<file path="src/rtl/ball_pkg.sv">
// Shared constants, FSM encoding and direction-class helpers for the ball sequencer.
package ball_pkg;

    localparam int FIELD_W = 2560;
    localparam int FIELD_H = 1920;

    localparam logic [3:0] DIR_UP    = 4'd0;
    localparam logic [3:0] DIR_RIGHT = 4'd4;
    localparam logic [3:0] DIR_DOWN  = 4'd8;
    localparam logic [3:0] DIR_LEFT  = 4'd12;

    // Serve directions: down-right toward the right player, down-left toward the left.
    localparam logic [3:0] DIR_SERVE_R = 4'd5;
    localparam logic [3:0] DIR_SERVE_L = 4'd11;

    typedef enum logic [2:0] {
        ST_WAIT,
        ST_IDLE,
        ST_STEP,
        ST_SETTLE,
        ST_CHECK,
        ST_SCORE
    } state_e;

    function automatic logic is_up(input logic [3:0] d);
        return (d < DIR_RIGHT) || (d > DIR_LEFT);
    endfunction

    function automatic logic is_down(input logic [3:0] d);
        return (d > DIR_RIGHT) && (d < DIR_LEFT);
    endfunction

    function automatic logic is_left(input logic [3:0] d);
        return d > DIR_DOWN;
    endfunction

    function automatic logic is_right(input logic [3:0] d);
        return (d > DIR_UP) && (d < DIR_DOWN);
    endfunction

endpackage

</file>
<file path="src/rtl/ball_reflect.sv">
// Combinational collision check: walls, paddles and misses, plus the reflected direction.
module ball_reflect
    import ball_pkg::*;
#(
    parameter int PAD_X    = 64,
    parameter int PAD_HALF = 160
) (
    input  logic [12:0] ball_x,
    input  logic [12:0] ball_y,
    input  logic [12:0] size,
    input  logic [12:0] pad_l_y,
    input  logic [12:0] pad_r_y,
    input  logic [3:0]  dir,
    output logic [3:0]  new_dir,
    output logic        hit,
    output logic        miss_l,
    output logic        miss_r
);

    localparam logic [13:0] FW = 14'(FIELD_W);
    localparam logic [13:0] FH = 14'(FIELD_H);
    localparam logic [13:0] PX = 14'(PAD_X);
    localparam logic [13:0] PH = 14'(PAD_HALF);

    logic [13:0] x, y, s, pl, pr;
    logic        wall, pad_l, pad_r;

    assign x  = {1'b0, ball_x};
    assign y  = {1'b0, ball_y};
    assign s  = {1'b0, size};
    assign pl = {1'b0, pad_l_y};
    assign pr = {1'b0, pad_r_y};

    // Bounds are rearranged so nothing is subtracted from the ball position.
    function automatic logic overlap(input logic [13:0] by, input logic [13:0] bs,
                                     input logic [13:0] pad);
        logic [13:0] lo;
        lo = (pad >= PH) ? pad - PH : 14'd0;
        return (by + bs >= lo) && (by <= pad + PH + bs);
    endfunction

    assign wall   = (is_up(dir) && y <= s) || (is_down(dir) && y + s >= FH);
    assign pad_l  = is_left(dir) && (x <= PX + s) && overlap(y, s, pl);
    assign pad_r  = is_right(dir) && (x + s + PX >= FW) && overlap(y, s, pr);
    assign miss_l = is_left(dir) && (x <= s);
    assign miss_r = is_right(dir) && (x + s >= FW);
    assign hit    = (pad_l || pad_r) && !(miss_l || miss_r);

    always_comb begin
        new_dir = dir;
        if (!(miss_l || miss_r)) begin
            if (wall && hit)  new_dir = dir + 4'd8;
            else if (wall)    new_dir = 4'd8 - dir;
            else if (hit)     new_dir = 4'd0 - dir;
        end
    end

endmodule

</file>
<file path="src/rtl/ball_ctrl.sv">
// Ball physics sequencer: frame tick -> move strobes, collision checks, scoring and serve.
// BALL_SPEEDUP_EN adds rally-based speed-up (more strobes per frame as the rally grows).
module ball_ctrl
    import ball_pkg::*;
#(
    parameter int PAD_X         = 64,
    parameter int PAD_HALF      = 160,
`ifdef BALL_SPEEDUP_EN
    parameter int HITS_PER_STEP = 4,
`endif
    parameter int MAX_STEPS     = 4
) (
    input  logic        clk,
    input  logic        rst,
    input  logic        frame_tick,
    input  logic        serve,
    input  logic [12:0] ball_x,
    input  logic [12:0] ball_y,
    input  logic [12:0] size,
    input  logic [12:0] pad_l_y,
    input  logic [12:0] pad_r_y,
    output logic        move,
    output logic [3:0]  dir,
    output logic        ball_rst,
    output logic        score_l,
    output logic        score_r,
    output logic        in_play,
    output logic [2:0]  steps
);

    state_e      state_q, state_d;
    logic        move_q, move_d;
    logic [3:0]  dir_q, dir_d;
    logic        ball_rst_q, ball_rst_d;
    logic        score_l_q, score_l_d;
    logic        score_r_q, score_r_d;
    logic        in_play_q, in_play_d;
    logic [2:0]  steps_q, steps_d;
    logic [2:0]  rem_q, rem_d;
    logic [7:0]  rally_q, rally_d;

    logic [3:0]  new_dir;
    logic        hit, miss_l, miss_r;
    logic [7:0]  raw_steps;
    logic [2:0]  step_load;

    ball_reflect #(.PAD_X(PAD_X), .PAD_HALF(PAD_HALF)) u_reflect (
        .ball_x  (ball_x),
        .ball_y  (ball_y),
        .size    (size),
        .pad_l_y (pad_l_y),
        .pad_r_y (pad_r_y),
        .dir     (dir_q),
        .new_dir (new_dir),
        .hit     (hit),
        .miss_l  (miss_l),
        .miss_r  (miss_r)
    );

`ifdef BALL_SPEEDUP_EN
    assign raw_steps = 8'(rally_q / 8'(HITS_PER_STEP)) + 8'd1;
`else
    assign raw_steps = 8'd1;
`endif
    assign step_load = (raw_steps >= 8'(MAX_STEPS)) ? 3'(MAX_STEPS) : raw_steps[2:0];

    always_comb begin
        state_d   = state_q;
        dir_d     = dir_q;
        steps_d   = steps_q;
        rem_d     = rem_q;
        rally_d   = rally_q;
        move_d    = 1'b0;
        score_l_d = 1'b0;
        score_r_d = 1'b0;
        case (state_q)
            ST_WAIT:   if (serve) state_d = ST_IDLE;
            ST_IDLE: begin
                if (frame_tick) begin
                    steps_d = step_load;
                    rem_d   = step_load - 3'd1;
                    state_d = ST_STEP;
                end
            end
            ST_STEP: begin
                move_d  = 1'b1;
                state_d = ST_SETTLE;
            end
            ST_SETTLE: state_d = ST_CHECK;
            ST_CHECK: begin
                if (miss_l || miss_r) begin
                    score_r_d = miss_l;
                    score_l_d = miss_r;
                    state_d   = ST_SCORE;
                end else begin
                    dir_d = new_dir;
                    if (hit && rally_q != 8'hff) rally_d = rally_q + 8'd1;
                    if (rem_q != 3'd0) begin
                        rem_d   = rem_q - 3'd1;
                        state_d = ST_STEP;
                    end else begin
                        state_d = ST_IDLE;
                    end
                end
            end
            ST_SCORE: begin
                // The side that conceded receives the next serve.
                dir_d   = score_r_q ? DIR_SERVE_L : DIR_SERVE_R;
                rally_d = 8'd0;
                state_d = ST_WAIT;
            end
            default:   state_d = ST_WAIT;
        endcase
        ball_rst_d = (state_d == ST_WAIT);
        in_play_d  = state_d inside {ST_IDLE, ST_STEP, ST_SETTLE, ST_CHECK};
    end

    always_ff @(posedge clk or posedge rst) begin
        if (rst) begin
            state_q    <= ST_WAIT;
            move_q     <= 1'b0;
            dir_q      <= DIR_SERVE_R;
            ball_rst_q <= 1'b1;
            score_l_q  <= 1'b0;
            score_r_q  <= 1'b0;
            in_play_q  <= 1'b0;
            steps_q    <= 3'd1;
            rem_q      <= 3'd0;
            rally_q    <= 8'd0;
        end else begin
            state_q    <= state_d;
            move_q     <= move_d;
            dir_q      <= dir_d;
            ball_rst_q <= ball_rst_d;
            score_l_q  <= score_l_d;
            score_r_q  <= score_r_d;
            in_play_q  <= in_play_d;
            steps_q    <= steps_d;
            rem_q      <= rem_d;
            rally_q    <= rally_d;
        end
    end

    assign move     = move_q;
    assign dir      = dir_q;
    assign ball_rst = ball_rst_q;
    assign score_l  = score_l_q;
    assign score_r  = score_r_q;
    assign in_play  = in_play_q;
    assign steps    = steps_q;

endmodule
</file>
<file path="config.mk">
export PLATFORM = sky130hd
export DESIGN_NAME = ball_ctrl
export DESIGN_NICKNAME = d
export VERILOG_FILES = /design/src/rtl/ball_pkg.sv /design/src/rtl/ball_reflect.sv /design/src/rtl/ball_ctrl.sv
export SDC_FILE = /design/constraint.sdc
export NUM_CORES = 1
export LEC_CHECK = 0
export ABC_AREA = 1
export CAP_MARGIN = 15
export CORE_UTILIZATION = 50
export DETAILED_ROUTE_END_ITERATION = 6
export GPL_TIMING_DRIVEN = 1
export PLACE_DENSITY = 0.73
export SYNTH_ARGS = -nofsm -noshare
export SYNTH_HDL_FRONTEND = slang
export SYNTH_SLANG_ARGS = --single-unit
</file>
<file path="constraint.sdc">
create_clock -name clk -period 4.7 [get_ports clk]
set_input_delay 0.94 -clock clk [delete_from_list [all_inputs] [get_ports clk]]
set_output_delay 0.94 -clock clk [all_outputs]
set_load 0.005 [all_outputs]
</file>
==> metrics <==
outcome=finished, final reports clean; Final Net Count=1362; Fin. Hold Viols=0; CP top delay family=simple AND/OR/NAND/NOR gates; startpoint types=input port; hpwl dp=15.7 mm; ys async rst share=100%; Syn. warnings=0; 1st-pass router iterations=4; Max H-tree Level=1; R2R setup slack=2580 ps; Max clock buf depth=2; worst skew pair latency=240 ps; Mapped Area=6300 um^2; CP max FO=4; Buf+Inv Stages, Crit Path=3; GR Overflow Total=0; DRT antenna net count=0; utilization after layout=67.3%; CTS clk-pin slew, worst paths=50 ps; Post-Layout Cell Count=1288; Worst Setup SP=pad_l_y[1]; vias in the first global route=6346; fmax=220 MHz; worst r2r src=dir[0]; hold crit path type=reg -> reg; EDFF count, synth=0; final setup vio count=0; Clock Sinks=15; post-synthesis sequential area ratio=6.02%; syn_area_per_cell=6.54 um^2; CP endpoint kind=register; Die H=114 um; CP max-delay cell=clkdlybuf4s50_1; Synth cell types=46; die width=114 um; Worst EP arrival=4680 ps; FF+latch count, synth=15; Pins Over Slew Limit=0; Relative slew margins=63.6%; Avg Vias per Cell=5.23; Synth Instances=962; GRT Util Overall=27.9%; row cnt=40; vias=6740; initial core utilization=51.8%; share of layout cells above drive strength 1=16.5%; wire length per cell=14.1 um; clock skew=3.30 ps; Area Growth Syn to Fin=30.0%; CP dominant cell by count=nand2_2; WS Path Type=in -> reg; Synth area leader=ha_1; Layout fillers=1112; largest net degree at the start of global routing=16; I/O pins=81; P_leak=4.45 nW; Cell Pwr Density=232 nW/um^2; Synth top area share=33.4%; Max-Cap Viols=0; Worst-Margin Slew=546 ps; TritonCTS clock tree=built; RD Place Congestion=0.966; Top FF cell, synth=dfrtp_1; most common cell in the netlist=nand2_1; synth cell count leaders=205 x nand2_1, 168 x ha_1, 145 x inv_1; ant diodes=0; fin crit share=96.8%; first-pass GRT wire length=29.2 mm; minimum clock period=4550 ps; Total Routed Length=18.1 mm; PortBufs=77; CTS Buf Count=3; DRT iter0 DRCs=263; hold path start=dir[2]; Worst VDD drop=158 uV; main area contributors after synthesis=ha_1 33%, nand2_1 12%, inv_1 8.6%, a21oi_1 5.8%, dfrtp_1 4.8%; initial antenna violation count=0; CTS root buffer=clkbuf_16; Placed Cells=1278; core area=12200 um^2; Worst Path Required=4830 ps; die area=13000 um^2; hold_ws=489 ps; max incr delay on CP=430 ps; DRC=0
-- power breakdown --
part	leakage [nW]	switching [W]	internal (W)
Clock	0.0409	0.0000499	0.000113
Sequential	0.188	0.0000341	0.000187
Combinational	4.22	0.000862	0.000650
Total	4.45	0.000946	0.000950
-- routing by layer --
layer	vias to the layer above	wire length (um)	track usage (%)
met5	-	0	0
met4	0	660	8.92
met3	37	704	1.06
met2	156	8470	48.4
met1	3045	8280	37.4
li1	3502	-	-
-- sequential cells by signal, summed over array words and instances, names as in the netlist --
register and count:
ball_rst 1, dir 4, in_play 1, move 1, rem_q 3, score_l 1, score_r 1, state_q 3
-- final cells by class --
class,instances,area [um^2],share of cell area (%)
inverters,156,586,7.15
clock buffers,3,75.1,0.917
clock inverters,1,5.00,0.0611
multi-input cells,784,5500,67.2
flip-flops and latches,15,379,4.63
well taps,168,210,2.57
repair buffers,161,1430,17.5
-- tightest hold or removal path: cells and delay by family (launching register included) --
family	cells	cell delay (ps)
DFF	1	380
and+or+nand+nor	2	110
-- path summary, 6_finish.rpt --
path,endpoint,cells past startpoint
worst max-delay path,dir[1],28
worst min-delay path,dir[2],2
worst max register to register,dir[1],12
worst min register to register,dir[2],2
max in group asynchronous,dir[0],2
min in group asynchronous,rem_q[1],2
-- cells in the final DEF (no fill, tap or decap), types with 4 or more instances in the layout --
cell / Yosys / routed
a21oi_1: 73 / 66
a21oi_2: 2 / 9
buf_4: 4 / 83
clkdlybuf4s50_1: 0 / 67
dfrtp_1: 12 / 12
dlymetal6s2s_1: 0 / 10
ha_1: 168 / 160
ha_4: 0 / 7
inv_1: 145 / 143
inv_2: 9 / 11
nand2_1: 205 / 198
nand2_2: 15 / 21
nand3_1: 51 / 49
nand3_2: 8 / 9
nand4_1: 20 / 20
nor2_1: 77 / 76
nor2_2: 5 / 6
nor3_1: 20 / 17
o211ai_1: 4 / 4
o21ai_0: 36 / 34
o21ai_1: 8 / 7
o21bai_1: 5 / 5
or2_2: 10 / 10
xnor2_1: 8 / 8
xor2_1: 29 / 29
-- per-stage QoR --
step	total power (W)	area [um^2]	setup WS [ps]	TNS [ps]
5_1_grt	0.00211	8190	-46.0	-96.1
3_3_place_gp	0.00159	7820	-252	-720
3_5_place_dp	0.00162	7820	-268	-776
4_1_cts	0.00180	7910	11.5	0
6_report	0.00190	8190	151	0
2_1_floorplan	0.00114	6300	507	0
-- repair_timing --
action | CTS | global route
hold endpoints to repair | 0 | 0
gates resized for setup | 2 | 51
setup endpoints to repair | 3 | 3
pin swaps | 0 | 30
setup buffers | 0 | 6
hold buffers | 0 | 0
-- cell families (layout without fill, tap and decap cells) --
| group | count (synthesis) | count (layout) | synth area share (%) |
|---|---|---|---|
| flops | 15 | 15 | 6.02 |
| simple gates | 423 | 423 | 30.3 |
| other cells | 2 | 3 | 0.119 |
| fa+ha+maj | 172 | 172 | 34.7 |
| buf+inv | 164 | 321 | 10.1 |
| xor+xnor | 38 | 38 | 5.41 |
| compound gates | 148 | 148 | 13.4 |
No activity file was read; power rests on OpenSTA's default activity.
